==> config.mk <==
export PLATFORM = sky130hd
export DESIGN_NAME = tt_ctrl_sel_seq_flat
export DESIGN_NICKNAME = d
export VERILOG_FILES = /design/src/rtl/tt_ctrl_sel_seq_if.sv /design/src/rtl/tt_ctrl_sel_seq.sv /design/src/flat_wrapper.sv
export SDC_FILE = /design/constraint.sdc
export NUM_CORES = 1
export LEC_CHECK = 0
export CORE_MARGIN = 2
export CORE_UTILIZATION = 35
export CTS_CLUSTER_SIZE = 20
export DETAILED_ROUTE_END_ITERATION = 7
export HOLD_SLACK_MARGIN = 0.06
export MAX_ROUTING_LAYER = met4
export SLEW_MARGIN = 20
export SYNTH_ARGS = -nofsm -noshare
export SYNTH_HDL_FRONTEND = slang
export SYNTH_SLANG_ARGS = --single-unit
==> constraint.sdc <==
create_clock -name clk -period 3.6 [get_ports clk]
set_clock_uncertainty 0.15 [all_clocks]
set_input_delay 0.72 -clock clk [delete_from_list [all_inputs] [get_ports clk]]
set_output_delay 0.72 -clock clk [all_outputs]
set_load 0.005 [all_outputs]
==> src/rtl/tt_ctrl_sel_seq_if.sv <==
`default_nettype none
// ============================================================================
// Module   : tt_ctrl_sel_seq_if
// Purpose  : Request/status bundle between a requester and the select
//            sequencer. The requester (master) presents a target design
//            address plus the final enable value. The sequencer (slave)
//            reports progress and the tracked counter value.
// Signals  : req_valid/req_ready/req_addr/req_ena - address request
//            busy/done                          - sequence progress
//            cur_addr/cur_valid                 - tracked counter value
// Revision : 1.0 - initial release
// ============================================================================
interface tt_ctrl_sel_seq_if #(
  parameter int SEL_W = 10
);
  logic             req_valid;
  logic             req_ready;
  logic [SEL_W-1:0] req_addr;
  logic             req_ena;
  logic             busy;
  logic             done;
  logic [SEL_W-1:0] cur_addr;
  logic             cur_valid;

  modport master (
    output req_valid, req_addr, req_ena,
    input  req_ready, busy, done, cur_addr, cur_valid
  );

  modport slave (
    input  req_valid, req_addr, req_ena,
    output req_ready, busy, done, cur_addr, cur_valid
  );
endinterface
`default_nettype wire

==> src/rtl/tt_ctrl_sel_seq.sv <==
`default_nettype none
// ============================================================================
// Module   : tt_ctrl_sel_seq
// Purpose  : Turns "select design A, enable yes/no" requests into the pulse
//            train the mux controller needs: disable, optional counter reset,
//            A (or A - current) increment pulses, settle time, then enable.
//            The counter value is tracked so forward moves skip the reset.
// Ports    : clk, rst        - clock, synchronous active-high reset
//            bus (slave)     - request handshake and status
//            ctrl_sel_rst_n  - active-low select counter reset (registered)
//            ctrl_sel_inc    - select counter increment pulse (registered)
//            ctrl_ena        - design enable (registered)
// Revision : 1.0 - initial release
// ============================================================================
module tt_ctrl_sel_seq #(
  parameter int SEL_W      = 10,
  parameter int RST_CYC    = 4,
  parameter int INC_HI     = 2,
  parameter int INC_LO     = 2,
  parameter int SETTLE_CYC = 4
) (
  input  wire logic            clk,
  input  wire logic            rst,
  tt_ctrl_sel_seq_if.slave     bus,
  output logic                 ctrl_sel_rst_n,
  output logic                 ctrl_sel_inc,
  output logic                 ctrl_ena
);

  localparam int C_MAX_A = (RST_CYC > INC_HI) ? RST_CYC : INC_HI;
  localparam int C_MAX_B = (INC_LO > SETTLE_CYC) ? INC_LO : SETTLE_CYC;
  localparam int C_MAXP  = (C_MAX_A > C_MAX_B) ? C_MAX_A : C_MAX_B;
  localparam int C_TW    = $clog2(C_MAXP) + 1;

  // Terminal timer values: each timed state exits when the timer reaches N-1.
  localparam logic [C_TW-1:0] C_RST_LAST    = C_TW'(RST_CYC - 1);
  localparam logic [C_TW-1:0] C_INCH_LAST   = C_TW'(INC_HI - 1);
  localparam logic [C_TW-1:0] C_INCL_LAST   = C_TW'(INC_LO - 1);
  localparam logic [C_TW-1:0] C_SETTLE_LAST = C_TW'(SETTLE_CYC - 1);

  typedef enum logic [2:0] {
    S_IDLE   = 3'd0,
    S_DIS    = 3'd1,
    S_RST    = 3'd2,
    S_INC_H  = 3'd3,
    S_INC_L  = 3'd4,
    S_SETTLE = 3'd5,
    S_FINISH = 3'd6
  } state_t;

  state_t           r_state;
  logic [C_TW-1:0]  r_tmr;
  logic [SEL_W-1:0] r_npulse;
  logic [SEL_W-1:0] r_cur_addr;
  logic             r_cur_valid;
  logic             r_need_rst;
  logic             r_ena;
  logic             r_done;

  assign bus.req_ready = (r_state == S_IDLE) & ~rst;
  assign bus.busy      = (r_state != S_IDLE);
  assign bus.done      = r_done;
  assign bus.cur_addr  = r_cur_addr;
  assign bus.cur_valid = r_cur_valid;

  // Outputs are updated on the transition into each state so that the
  // registered ctrl_* values always match the state being occupied.
  always_ff @(posedge clk) begin
    if (rst) begin
      r_state        <= S_IDLE;
      r_tmr          <= '0;
      r_npulse       <= '0;
      r_cur_addr     <= '0;
      r_cur_valid    <= 1'b0;
      r_need_rst     <= 1'b0;
      r_ena          <= 1'b0;
      r_done         <= 1'b0;
      ctrl_sel_rst_n <= 1'b0;
      ctrl_sel_inc   <= 1'b0;
      ctrl_ena       <= 1'b0;
    end else begin
      r_done <= 1'b0;
      case (r_state)
        S_IDLE: begin
          // Until the first reset phase completes, the counter value is
          // unknown, so the counter is kept held in reset.
          if (bus.req_valid) begin
            r_ena <= bus.req_ena;
            r_tmr <= '0;
            if (r_cur_valid && (bus.req_addr == r_cur_addr)) begin
              r_state <= S_FINISH;
            end else begin
              ctrl_ena <= 1'b0;
              r_state  <= S_DIS;
              if (r_cur_valid && (bus.req_addr > r_cur_addr)) begin
                r_need_rst <= 1'b0;
                r_npulse   <= bus.req_addr - r_cur_addr;
              end else begin
                r_need_rst <= 1'b1;
                r_npulse   <= bus.req_addr;
              end
            end
          end
        end

        S_DIS: begin
          // Without a reset the plan is always a strict forward move, so
          // at least one pulse is pending here.
          if (r_need_rst) begin
            ctrl_sel_rst_n <= 1'b0;
            r_state        <= S_RST;
          end else begin
            ctrl_sel_inc <= 1'b1;
            r_cur_addr   <= r_cur_addr + SEL_W'(1);
            r_state      <= S_INC_H;
          end
        end

        S_RST: begin
          if (r_tmr == C_RST_LAST) begin
            r_tmr          <= '0;
            ctrl_sel_rst_n <= 1'b1;
            r_cur_valid    <= 1'b1;
            if (r_npulse != '0) begin
              // Counter leaves reset at 0 and the first pulse starts now.
              ctrl_sel_inc <= 1'b1;
              r_cur_addr   <= SEL_W'(1);
              r_state      <= S_INC_H;
            end else begin
              r_cur_addr <= '0;
              r_state    <= S_SETTLE;
            end
          end else begin
            r_tmr <= r_tmr + C_TW'(1);
          end
        end

        S_INC_H: begin
          if (r_tmr == C_INCH_LAST) begin
            r_tmr        <= '0;
            ctrl_sel_inc <= 1'b0;
            r_state      <= S_INC_L;
          end else begin
            r_tmr <= r_tmr + C_TW'(1);
          end
        end

        S_INC_L: begin
          if (r_tmr == C_INCL_LAST) begin
            r_tmr    <= '0;
            r_npulse <= r_npulse - SEL_W'(1);
            if (r_npulse != SEL_W'(1)) begin
              ctrl_sel_inc <= 1'b1;
              r_cur_addr   <= r_cur_addr + SEL_W'(1);
              r_state      <= S_INC_H;
            end else begin
              r_state <= S_SETTLE;
            end
          end else begin
            r_tmr <= r_tmr + C_TW'(1);
          end
        end

        S_SETTLE: begin
          if (r_tmr == C_SETTLE_LAST) begin
            r_tmr   <= '0;
            r_state <= S_FINISH;
          end else begin
            r_tmr <= r_tmr + C_TW'(1);
          end
        end

        S_FINISH: begin
          ctrl_ena <= r_ena;
          r_done   <= 1'b1;
          r_state  <= S_IDLE;
        end

        default: begin
          r_state <= S_IDLE;
        end
      endcase
    end
  end

endmodule
`default_nettype wire
==> src/flat_wrapper.sv <==
// flat-port wrapper written by rule: the top's interface ports become plain ports
module tt_ctrl_sel_seq_flat 
#(
  parameter int SEL_W      = 10,
  parameter int RST_CYC    = 4,
  parameter int INC_HI     = 2,
  parameter int INC_LO     = 2,
  parameter int SETTLE_CYC = 4
)
  (clk, rst, ctrl_sel_rst_n, ctrl_sel_inc, ctrl_ena, bus_req_valid, bus_req_addr, bus_req_ena, bus_req_ready, bus_busy, bus_done, bus_cur_addr, bus_cur_valid);
  tt_ctrl_sel_seq_if #(.SEL_W(SEL_W)) bus_i ();
  input  wire logic clk;
  input  wire logic rst;
  output logic ctrl_sel_rst_n;
  output logic ctrl_sel_inc;
  output logic ctrl_ena;
  input wire logic [$bits(bus_i.req_valid)-1:0] bus_req_valid;
  input wire logic [$bits(bus_i.req_addr)-1:0] bus_req_addr;
  input wire logic [$bits(bus_i.req_ena)-1:0] bus_req_ena;
  output wire logic [$bits(bus_i.req_ready)-1:0] bus_req_ready;
  output wire logic [$bits(bus_i.busy)-1:0] bus_busy;
  output wire logic [$bits(bus_i.done)-1:0] bus_done;
  output wire logic [$bits(bus_i.cur_addr)-1:0] bus_cur_addr;
  output wire logic [$bits(bus_i.cur_valid)-1:0] bus_cur_valid;
  assign bus_i.req_valid = bus_req_valid;
  assign bus_i.req_addr = bus_req_addr;
  assign bus_i.req_ena = bus_req_ena;
  assign bus_req_ready = bus_i.req_ready;
  assign bus_busy = bus_i.busy;
  assign bus_done = bus_i.done;
  assign bus_cur_addr = bus_i.cur_addr;
  assign bus_cur_valid = bus_i.cur_valid;
  tt_ctrl_sel_seq #(.SEL_W(SEL_W), .RST_CYC(RST_CYC), .INC_HI(INC_HI), .INC_LO(INC_LO), .SETTLE_CYC(SETTLE_CYC)) u_core (.clk(clk), .rst(rst), .bus(bus_i), .ctrl_sel_rst_n(ctrl_sel_rst_n), .ctrl_sel_inc(ctrl_sel_inc), .ctrl_ena(ctrl_ena));
endmodule
Word-level counts from Yosys, hierarchy flattened
Cells that the tools add are included.
{"block": "totals", "elab_cells": 102, "register_bits": 33, "out_inout_bits": 17}
{"block": "op_classes", "mux": 40, "eq_ne": 20, "bitwise": 3, "addsub": 4, "reduce_logical": 23, "n_lt_le_gt_ge": 1}
{"op": "10-bit 2-to-1 mux", "count": 8}
{"op": "3-bit 2-to-1 mux", "count": 11}
{"op": "10-bit case mux with 3 select lines", "count": 1}
{"op": "10-bit case mux with 2 select lines", "count": 1}
{"op": "3-bit case mux with 6 select lines", "count": 1}
{"op": "1-bit 2-to-1 mux", "count": 14}
{"op": "2-bit by 1-bit != test with 1-bit output (second input constant)", "count": 7}
{"op": "10-bit by 1-bit adder with 10-bit output (second input constant)", "count": 1}
{"op": "10-bit equality test", "count": 1}
{"op": "10-bit greater-than comparator", "count": 1}
{"op": "10-bit by 1-bit != test with 1-bit output (second input constant)", "count": 1}
{"op": "5-bit AND reduction", "count": 2}
{"op": "10-bit nonzero test", "count": 1}
{"op": "10-bit by 1-bit subtractor with 10-bit output (second input constant)", "count": 1}
{"op": "10-bit subtractor", "count": 1}
{"op": "3-bit by 2-bit equality test with 1-bit output (second input constant)", "count": 3}
{"op": "3-bit equality test (second input constant)", "count": 3}
{"op": "3-bit case mux with 3 select lines", "count": 1}
{"op": "3-bit AND reduction", "count": 3}
{"op": "3-bit nonzero test", "count": 3}
{"op": "7-bit AND reduction", "count": 1}
{"op": "3-bit by 1-bit equality test with 1-bit output (second input constant)", "count": 2}
{"op": "2-bit != test (second input constant)", "count": 3}
{"op": "2-bit AND reduction", "count": 3}
{"op": "11 further kinds", "count": 17}

Longest topological paths before layout
Gate-level depths: netlist of run 1.
{"block": "logic_depth", "word_depth": 6, "mapped_depth": 10, "depth_no_buf": 9}

Worst setup path before layout of run 1
Ideal clock, no wire load.
{"block": "synth_path", "path_type": "input port to flip-flop", "from": "in bus_req_addr[4]", "to": "reg u_core.r_npulse[7]", "n_path_buf": 1, "stages": 8, "setup_ps": 88, "path_slack_ps": 828, "t_arrival_ps": 2534, "path_cell_list": "ha_1 -> a21o_1 -> and2_1 -> o31a_1 -> o311ai_4 -> buf_6 -> nor3_1 -> o32ai_2"}
{"block": "synth_via", "elab_chain_cells": 6}
{"element": "start, declared", "line_no": "flat_wrapper.sv:18", "text": "input wire logic [$bits(bus_i.req_addr)-1:0] bus_req_addr;"}
{"element": "10-bit greater-than comparator", "line_no": "tt_ctrl_sel_seq.sv:95", "text": "if (r_cur_valid && (bus.req_addr > r_cur_addr)) begin"}
{"element": "1-bit logical AND", "line_no": "tt_ctrl_sel_seq.sv:95"}
{"element": "10-bit 2-to-1 mux", "line_no": "tt_ctrl_sel_seq.sv:95"}
{"element": "10-bit 2-to-1 mux", "line_no": "tt_ctrl_sel_seq.sv:90", "text": "if (r_cur_valid && (bus.req_addr == r_cur_addr)) begin"}
{"element": "10-bit 2-to-1 mux", "line_no": "tt_ctrl_sel_seq.sv:87", "text": "if (bus.req_valid) begin"}
{"element": "10-bit case mux with 2 select lines", "line_no": "tt_ctrl_sel_seq.sv:83", "text": "case (r_state)"}
{"element": "end signal, assigned", "line_no": "tt_ctrl_sel_seq.sv:97", "text": "r_npulse <= bus.req_addr - r_cur_addr;"}
{"element": "end signal, assigned", "line_no": "tt_ctrl_sel_seq.sv:100", "text": "r_npulse <= bus.req_addr;"}
{"element": "end signal, assigned", "line_no": "tt_ctrl_sel_seq.sv:151", "text": "r_npulse <= r_npulse - SEL_W'(1);"}
{"element": "end, declared", "line_no": "tt_ctrl_sel_seq.sv:53", "text": "logic [SEL_W-1:0] r_npulse;"}
Several ways; a longest one is shown, not always the timed one. The select of a mux whose other input is x is not followed.
A chain may end at the register's enable or synchronous reset.

Final worst setup path of run 1
{"block": "layout_path", "from": "in bus_req_addr[2]", "to": "reg u_core.r_npulse[8]"}
Same word-level chain as after synthesis.

==> results_dict.tcl, run 1 <==
set metrics [dict create \
    gp_congestion 0.901 \
    rows 32 \
    dp_hpwl_um 5520 \
    crit_buf_inv 1 \
    power_frac_comb_pct 57.8 \
    pwr-share-seq_pct 28.8 \
    ys_ff_latch 33 \
    finalCriticalPeriod_ps 3300 \
    die_w_um 92.0 \
    grt_pass1_wl_um 12400 \
    critical_path.top_delay_family "compound AO/OA/AOI/OAI gates" \
    status "finished clean" \
    cts_tree "built" \
    p_sw_mw 1.02 \
    numCtsBuffers 5 \
    fin_setup_tns_ps 0 \
    grt_util_all_layers_pct 18.7 \
    p_clk_share_pct 13.4 \
    relSlewSlack_pct 35.6 \
    viasPerCell 5.53 \
    cts_root_buffer "clkbuf_8" \
    syn_avg_cell_area_sq_um 7.82 \
    cts_resized 0 \
    routed-via-count 2642 \
    grt_max_degree 31 \
    antenna_left 0 \
    fp.dieArea_sq_um 8470 \
    synth_area_sq_um 2710 \
    first_global_vias 2514 \
    initial_utilization_pct 35.7 \
    cts.path.max_buffers 2 \
    routedWlPerCell_um 15.3 \
    io_buffers 30 \
    cp_cell_sequence "clkdlybuf4s50_1 > ha_1 > nor2b_1 > o211a_1 > o31a_1 > o311ai_4 > nor3b_1 > o31a_1" \
    finalCoreUtilization_pct 42.1 \
    htreeDepth 2 \
    ys_seq_area_share_pct 24.4 \
    crit_type "in2reg" \
    worst_hold_slack_ps 341 \
    top_usage_layer "met2" \
    crit_path_max_fanout 16 \
    final-setup-viol-count 0 \
    synth_ff_type "dfxtp_1" \
    power_density_nw_per_um2 676 \
    maxCapViolations 0 \
    async_flop_share_pct 0 \
    hold_buffers 0 \
    slew_violations 0 \
    clock_latency_ps 300 \
    drt_iter0_markers 159 \
    rsz0062_at_grt "no" \
    post_cts_buffers 0 \
    fin_nets 408 \
    drt_pass1_iterations 4 \
    grtUsageMet3_pct 2.79 \
    cp_common_cell "o31a_1" \
    fill_cells 793 \
    ir_drop_uv 399 \
    drt_wl_total_um 7300 \
    overflow 0 \
    cp.required_ps 3630 \
    worst_slew_pin_slew_ps 958 \
    grt_use_met1_pct 24.0 \
    io_pins 31 \
    cts_sinks 33 \
    hold_path.class "reg2reg" \
    die_h_um 92.0 \
    syn_nets 380 \
    use_met2_pct 30.4 \
    fmax_ghz 0.303 \
    post-route-drc-count 0 \
    synthDistinctLibCells 63 \
    netlist_instances 347 \
    swShare_pct 47.4 \
    power_leakage_nw 1.17 \
    clk_pin_slew_worst_paths_ps 80 \
    core_sq_um 7610 \
    antenna_found_initial 0 \
    syn2layout_area_growth_pct 17.9 \
    fin_crit_sh_pct 91.6 \
    synth_edf_count 0 \
    crit_path_top_delay_cell "o311ai_4" \
    arrival_ps 3330 \
    end_kind "flip-flop" \
    final_hold_viol_count 0 \
    drive_gt1_share_pct 7.98 \
    p_int_mw 1.14 \
    critPathMaxStageDelay_ps 680 \
    yosys_warnings 0 \
    startpoint_type "primary input" \
    antenna_cells 0 \
]
-- worst reg2reg max path, cell delays in order, from the launching register on --
cell      delay (ps)
dfxtp_1          400
inv_1             90
ha_1             350
a21o_1           210
and2_1           170
o31a_1           320
o311ai_4         680
nor3b_1          140
o31a_1           310
-- per-stage QoR --
stage | power, mW | area (sq um) | setup slack [ps] | cells
global route | 2.36 | 3200 | 164 | 478
finish | 2.16 | 3200 | 302 | 478
detailed placement | 1.87 | 3110 | 31.4 | 470
floorplan | 1.54 | 2710 | 828 | 347
global placement | 1.86 | 3110 | 115 | 470
CTS | 2.17 | 3200 | 328 | 478
-- power by group through the flow --
stage | Combinational, mW | Sequential [mW] | Clock (mW)
finish | 1.25 | 0.622 | 0.290
global route | 1.40 | 0.647 | 0.310
CTS | 1.25 | 0.619 | 0.295
detailed placement | 1.24 | 0.629 | 0
global placement | 1.23 | 0.625 | 0
floorplan | 0.978 | 0.561 | 0
-- kinds of logic (layout without fill, tap and decap cells) --
| kind of cell | Yosys count | after routing | share of synthesized area [%] |
|---|---|---|---|
| muxes | 5 | 5 | 1.85 |
| and+or+nand+nor | 136 | 136 | 27.2 |
| buffers and inverters | 40 | 69 | 6.27 |
| AOI/OAI and AO/OA | 98 | 98 | 26.2 |
| DFF | 33 | 33 | 24.4 |
| xor gates and xnor gates | 16 | 16 | 5.17 |
| adders and majority gates | 19 | 19 | 9.04 |
-- state kept, by name, indices dropped and copies added (netlist names) --
name and count:
u_core.r_need_rst 1, u_core.r_state 3, u_core.ctrl_sel_rst_n 1, u_core.bus.cur_valid 1
u_core.r_npulse 10, u_core.bus.cur_addr 10, u_core.bus.done 1, u_core.r_ena 1
u_core.r_tmr 3, u_core.ctrl_ena 1, u_core.ctrl_sel_inc 1
-- path summary, 6_finish.rpt --
kind / endpoint / slack (ps) / cells after the start / start
setup / recovery: u_core.r_npulse[8] / 300 / 8 / bus_req_addr[2]
hold / removal: u_core.ctrl_ena / 340 / 2 / u_core.ctrl_ena
setup reg to reg: u_core.r_npulse[8] / 670 / 8 / u_core.bus.cur_addr[4]
hold reg to reg: u_core.ctrl_ena / 340 / 2 / u_core.ctrl_ena
-- cell usage after synthesis (all sizes together), types with 4 or more instances --
library cell | instances | area [sq um]
o31ai | 5 | 37.5
o22ai | 4 | 25.0
nor3 | 14 | 70.1
nand2b | 10 | 62.6
nand3 | 12 | 60.1
nor2b | 6 | 37.5
nor2 | 39 | 146
nor3b | 4 | 30.0
inv | 24 | 90.1
and2 | 6 | 40.0
dfxtp | 33 | 661
nand2 | 13 | 48.8
ha | 18 | 225
or3 | 6 | 37.5
o21ai | 20 | 104
nor4 | 5 | 46.3
nand4 | 5 | 31.3
xnor2 | 13 | 114
o21a | 5 | 37.5
clkbuf | 8 | 30.0
a211oi | 7 | 57.6
mux2i | 5 | 50.1
buf | 8 | 50.1
a21oi | 22 | 110
-- metal layers --
metal | vias up | share of wire, %
met3 | 5 | 3.7
met2 | 58 | 47
met4 | 0 | 1.2
li1 | 1318 | -
met5 | - | 0
met1 | 1261 | 48
-- final cells by class --
type / count / area [sq um] / share of cell area (%)
inverter: 24 / 90.1 / 2.82
multi-input combinational: 274 / 1880 / 58.8
timing repair buffer: 37 / 353 / 11.0
clock inverter: 3 / 17.5 / 0.548
clock buffer: 5 / 68.8 / 2.15
sequential: 33 / 661 / 20.6
tap: 102 / 128 / 3.99
-- placed cells by master (no fill, tap or decap), types with 4 or more instances in the layout --
cell type,instances
nand2b_1,10
a21oi_1,22
xnor2_1,13
a211oi_1,6
buf_4,7
mux2i_1,5
nor3_1,14
nor3b_1,4
inv_1,24
o22ai_1,4
nand3_1,12
clkdlybuf4s50_1,30
nand4_1,5
nor4_1,4
o31ai_1,5
nor2_1,39
nor2b_1,6
or3_1,6
and2_1,5
ha_1,18
nand2_1,13
o21a_1,5
dfxtp_1,33
clkbuf_8,5
o21ai_0,19
Power figures use the tool's default switching activity.
==> run 2: changes to the inputs <==
--- a/config.mk
+++ b/config.mk
@@ -5,12 +5,11 @@
 export SDC_FILE = /design/constraint.sdc
 export NUM_CORES = 1
 export LEC_CHECK = 0
-export CORE_MARGIN = 2
 export CORE_UTILIZATION = 35
-export CTS_CLUSTER_SIZE = 20
 export DETAILED_ROUTE_END_ITERATION = 7
 export HOLD_SLACK_MARGIN = 0.06
 export MAX_ROUTING_LAYER = met4
+export SETUP_SLACK_MARGIN = 0.4
 export SLEW_MARGIN = 20
 export SYNTH_ARGS = -nofsm -noshare
 export SYNTH_HDL_FRONTEND = slang
==> run 2 against run 1 <==
Compared with the run above:
- via count down 0.30%
- worst hold slack improved by 2.1 ps
- design area up 2.3%
- fmax up 8.1%
- critical path type unchanged
- critical endpoint is now u_core.r_npulse[0]
- largest power group unchanged
- highest routed layer unchanged
==> results_dict.tcl, run 2 (synthesis gave the netlist of run 1 again) <==
set metrics [dict create \
    core_sq_um 7370 \
    initial_utilization_pct 36.8 \
    io_buffers 30 \
    final_hold_viol_count 0 \
    startpoint_type "primary input" \
    grt_pass1_wl_um 12000 \
    crit_path_max_fanout 15 \
    cp.required_ps 3620 \
    final-setup-viol-count 0 \
    worst_slew_pin_slew_ps 934 \
    fp.dieArea_sq_um 8110 \
    total_power_mw 2.20 \
    syn2layout_area_growth_pct 20.7 \
    drive_gt1_share_pct 10.4 \
    maxCapViolations 0 \
    power_density_nw_per_um2 671 \
    endpoint "u_core.r_npulse[0]" \
    cts_sinks 33 \
    dp_hpwl_um 5620 \
    die_h_um 90.0 \
    rr_worst_depth 9 \
    worst_hold_slack_ps 343 \
    crit_cells 12 \
    fmax_ghz 0.328 \
    worstReg2RegStart "u_core.bus.cur_addr[0]" \
    overflow 0 \
    grt_max_degree 31 \
    viasPerCell 5.45 \
    die_w_um 90.0 \
    routed-via-count 2634 \
    htreeDepth 2 \
    antenna_left 0 \
    crit_type "in2reg" \
    final_cell_mix "nor2_1 (39), dfxtp_1 (33), clkdlybuf4s50_1 (30)" \
    power_leakage_nw 1.21 \
    fin_crit_sh_pct 84.8 \
    end_kind "flip-flop" \
    rsz0062_at_grt "no" \
    drt_iter0_markers 167 \
    drt_wl_total_um 7240 \
    hold_path.class "reg2reg" \
    status "finished clean" \
    place_area_sq_um 3150 \
    first_global_vias 2431 \
    cts_tree "built" \
    antenna_found_initial 0 \
    post-route-drc-count 0 \
    rr_endpoint "u_core.r_npulse[8]" \
    fin_nets 416 \
    antenna_cells 0 \
    slew_violations 0 \
    drt_pass1_iterations 4 \
    critPathMaxStageDelay_ps 490 \
    rrSetupSlack_ps 940 \
    clk_pin_slew_worst_paths_ps 80 \
    finalCriticalPeriod_ps 3050 \
    clock_latency_ps 290 \
    cts.path.max_buffers 2 \
    relSlewSlack_pct 37.1 \
    grt_util_all_layers_pct 18.7 \
    crit_buf_inv 4 \
    numCtsBuffers 5 \
    crit_path_top_delay_cell "clkdlybuf4s50_1" \
    stdcell_area_sq_um 3270 \
    final_common_cell "nor2_1" \
    cts_root_buffer "clkbuf_8" \
    critical_path.top_delay_family "buffers and inverters" \
    io_pins 31 \
    cp_cell_sequence "clkdlybuf4s50_1 > inv_1 > ha_1 > fa_2 > nor2b_2 > o211a_1 > o31a_1 > o311ai_4 > buf_12 > buf_4 > a2bb2oi_1 > o22ai_1" \
    gp_congestion 0.929 \
    routedWlPerCell_um 15.0 \
    fin_setup_tns_ps 0 \
    rows 31 \
    cp-startpoint "bus_req_addr[0]" \
    arrival_ps 3070 \
    ir_drop_uv 422 \
]
-- run 2: cell count changes in the layout (fill, tap and decap cells not counted) --
| cell | change |
|---|---|
| nor2b_2 | +1 |
| fa_1 | -1 |
| buf_4 | +7 |
| fa_2 | +1 |
| nor2b_1 | -1 |
| buf_12 | +1 |
-- run 2: routing by layer --
layer  GRT usage [%]  vias to the layer above  part of all wire [%]
met4            5.91                        0                   2.2
met3            2.88                       13                   3.8
li1                -                     1341                     -
met5               -                        -                     0
met1            24.6                     1214                    49
met2            29.4                       66                    45
-- run 2: worst min-delay path by stage --
stage	startpoint	to	slack [ps]	cells past startpoint
6_report	u_core.r_ena	u_core.r_ena	340	2
5_1_grt	u_core.ctrl_ena	u_core.ctrl_ena	380	2
4_1_cts	u_core.r_ena	u_core.r_ena	340	2
3_5_place_dp	u_core.r_ena	u_core.r_ena	330	2
3_3_place_gp	u_core.r_ena	u_core.r_ena	320	2
2_1_floorplan	u_core.r_ena	u_core.r_ena	300	2
-- run 2: worst register-to-register path: stages (launching register included) --
cell and delay, ps:
dfxtp_1 480, ha_1 240, fa_2 230, nor2b_2 50
o211a_1 230, o31a_1 330, o311ai_4 330, buf_12 180
nor3b_1 60, o31a_1 270
-- run 2: cell type report --
type                    instances  area (sq um)
well taps                      99           124
inverters                      24          90.1
repair buffers                 45           425
multi-input cells             274          1890
clock buffers                   5          68.8
clock inverters                 3          17.5
flip-flops and latches         33           661
fillers                       801          4100
-- run 2: stage by stage --
step | util (%) | setup slack, ps | instances
2_1_floorplan | - | 828 | 347
3_3_place_gp | 42.8 | 103 | 473
3_5_place_dp | 42.8 | 50.7 | 473
4_1_cts | 44.1 | 428 | 482
5_1_grt | 44.4 | 437 | 483
6_report | 44.4 | 549 | 483
-- run 2: report_power, final --
| part | internal, mW | switching (mW) | leakage [nW] |
|---|---|---|---|
| Combinational | 0.574 | 0.741 | 0.901 |
| Sequential | 0.464 | 0.134 | 0.270 |
| Clock | 0.133 | 0.151 | 0.0439 |
| Total | 1.17 | 1.03 | 1.21 |
-- run 2: repair_timing --
item,4_1_cts,5_1_grt
resized for setup,0,2
setup endpoints to repair,4,11
pin swaps,1,2
setup buffers,1,1
hold buffers,0,0
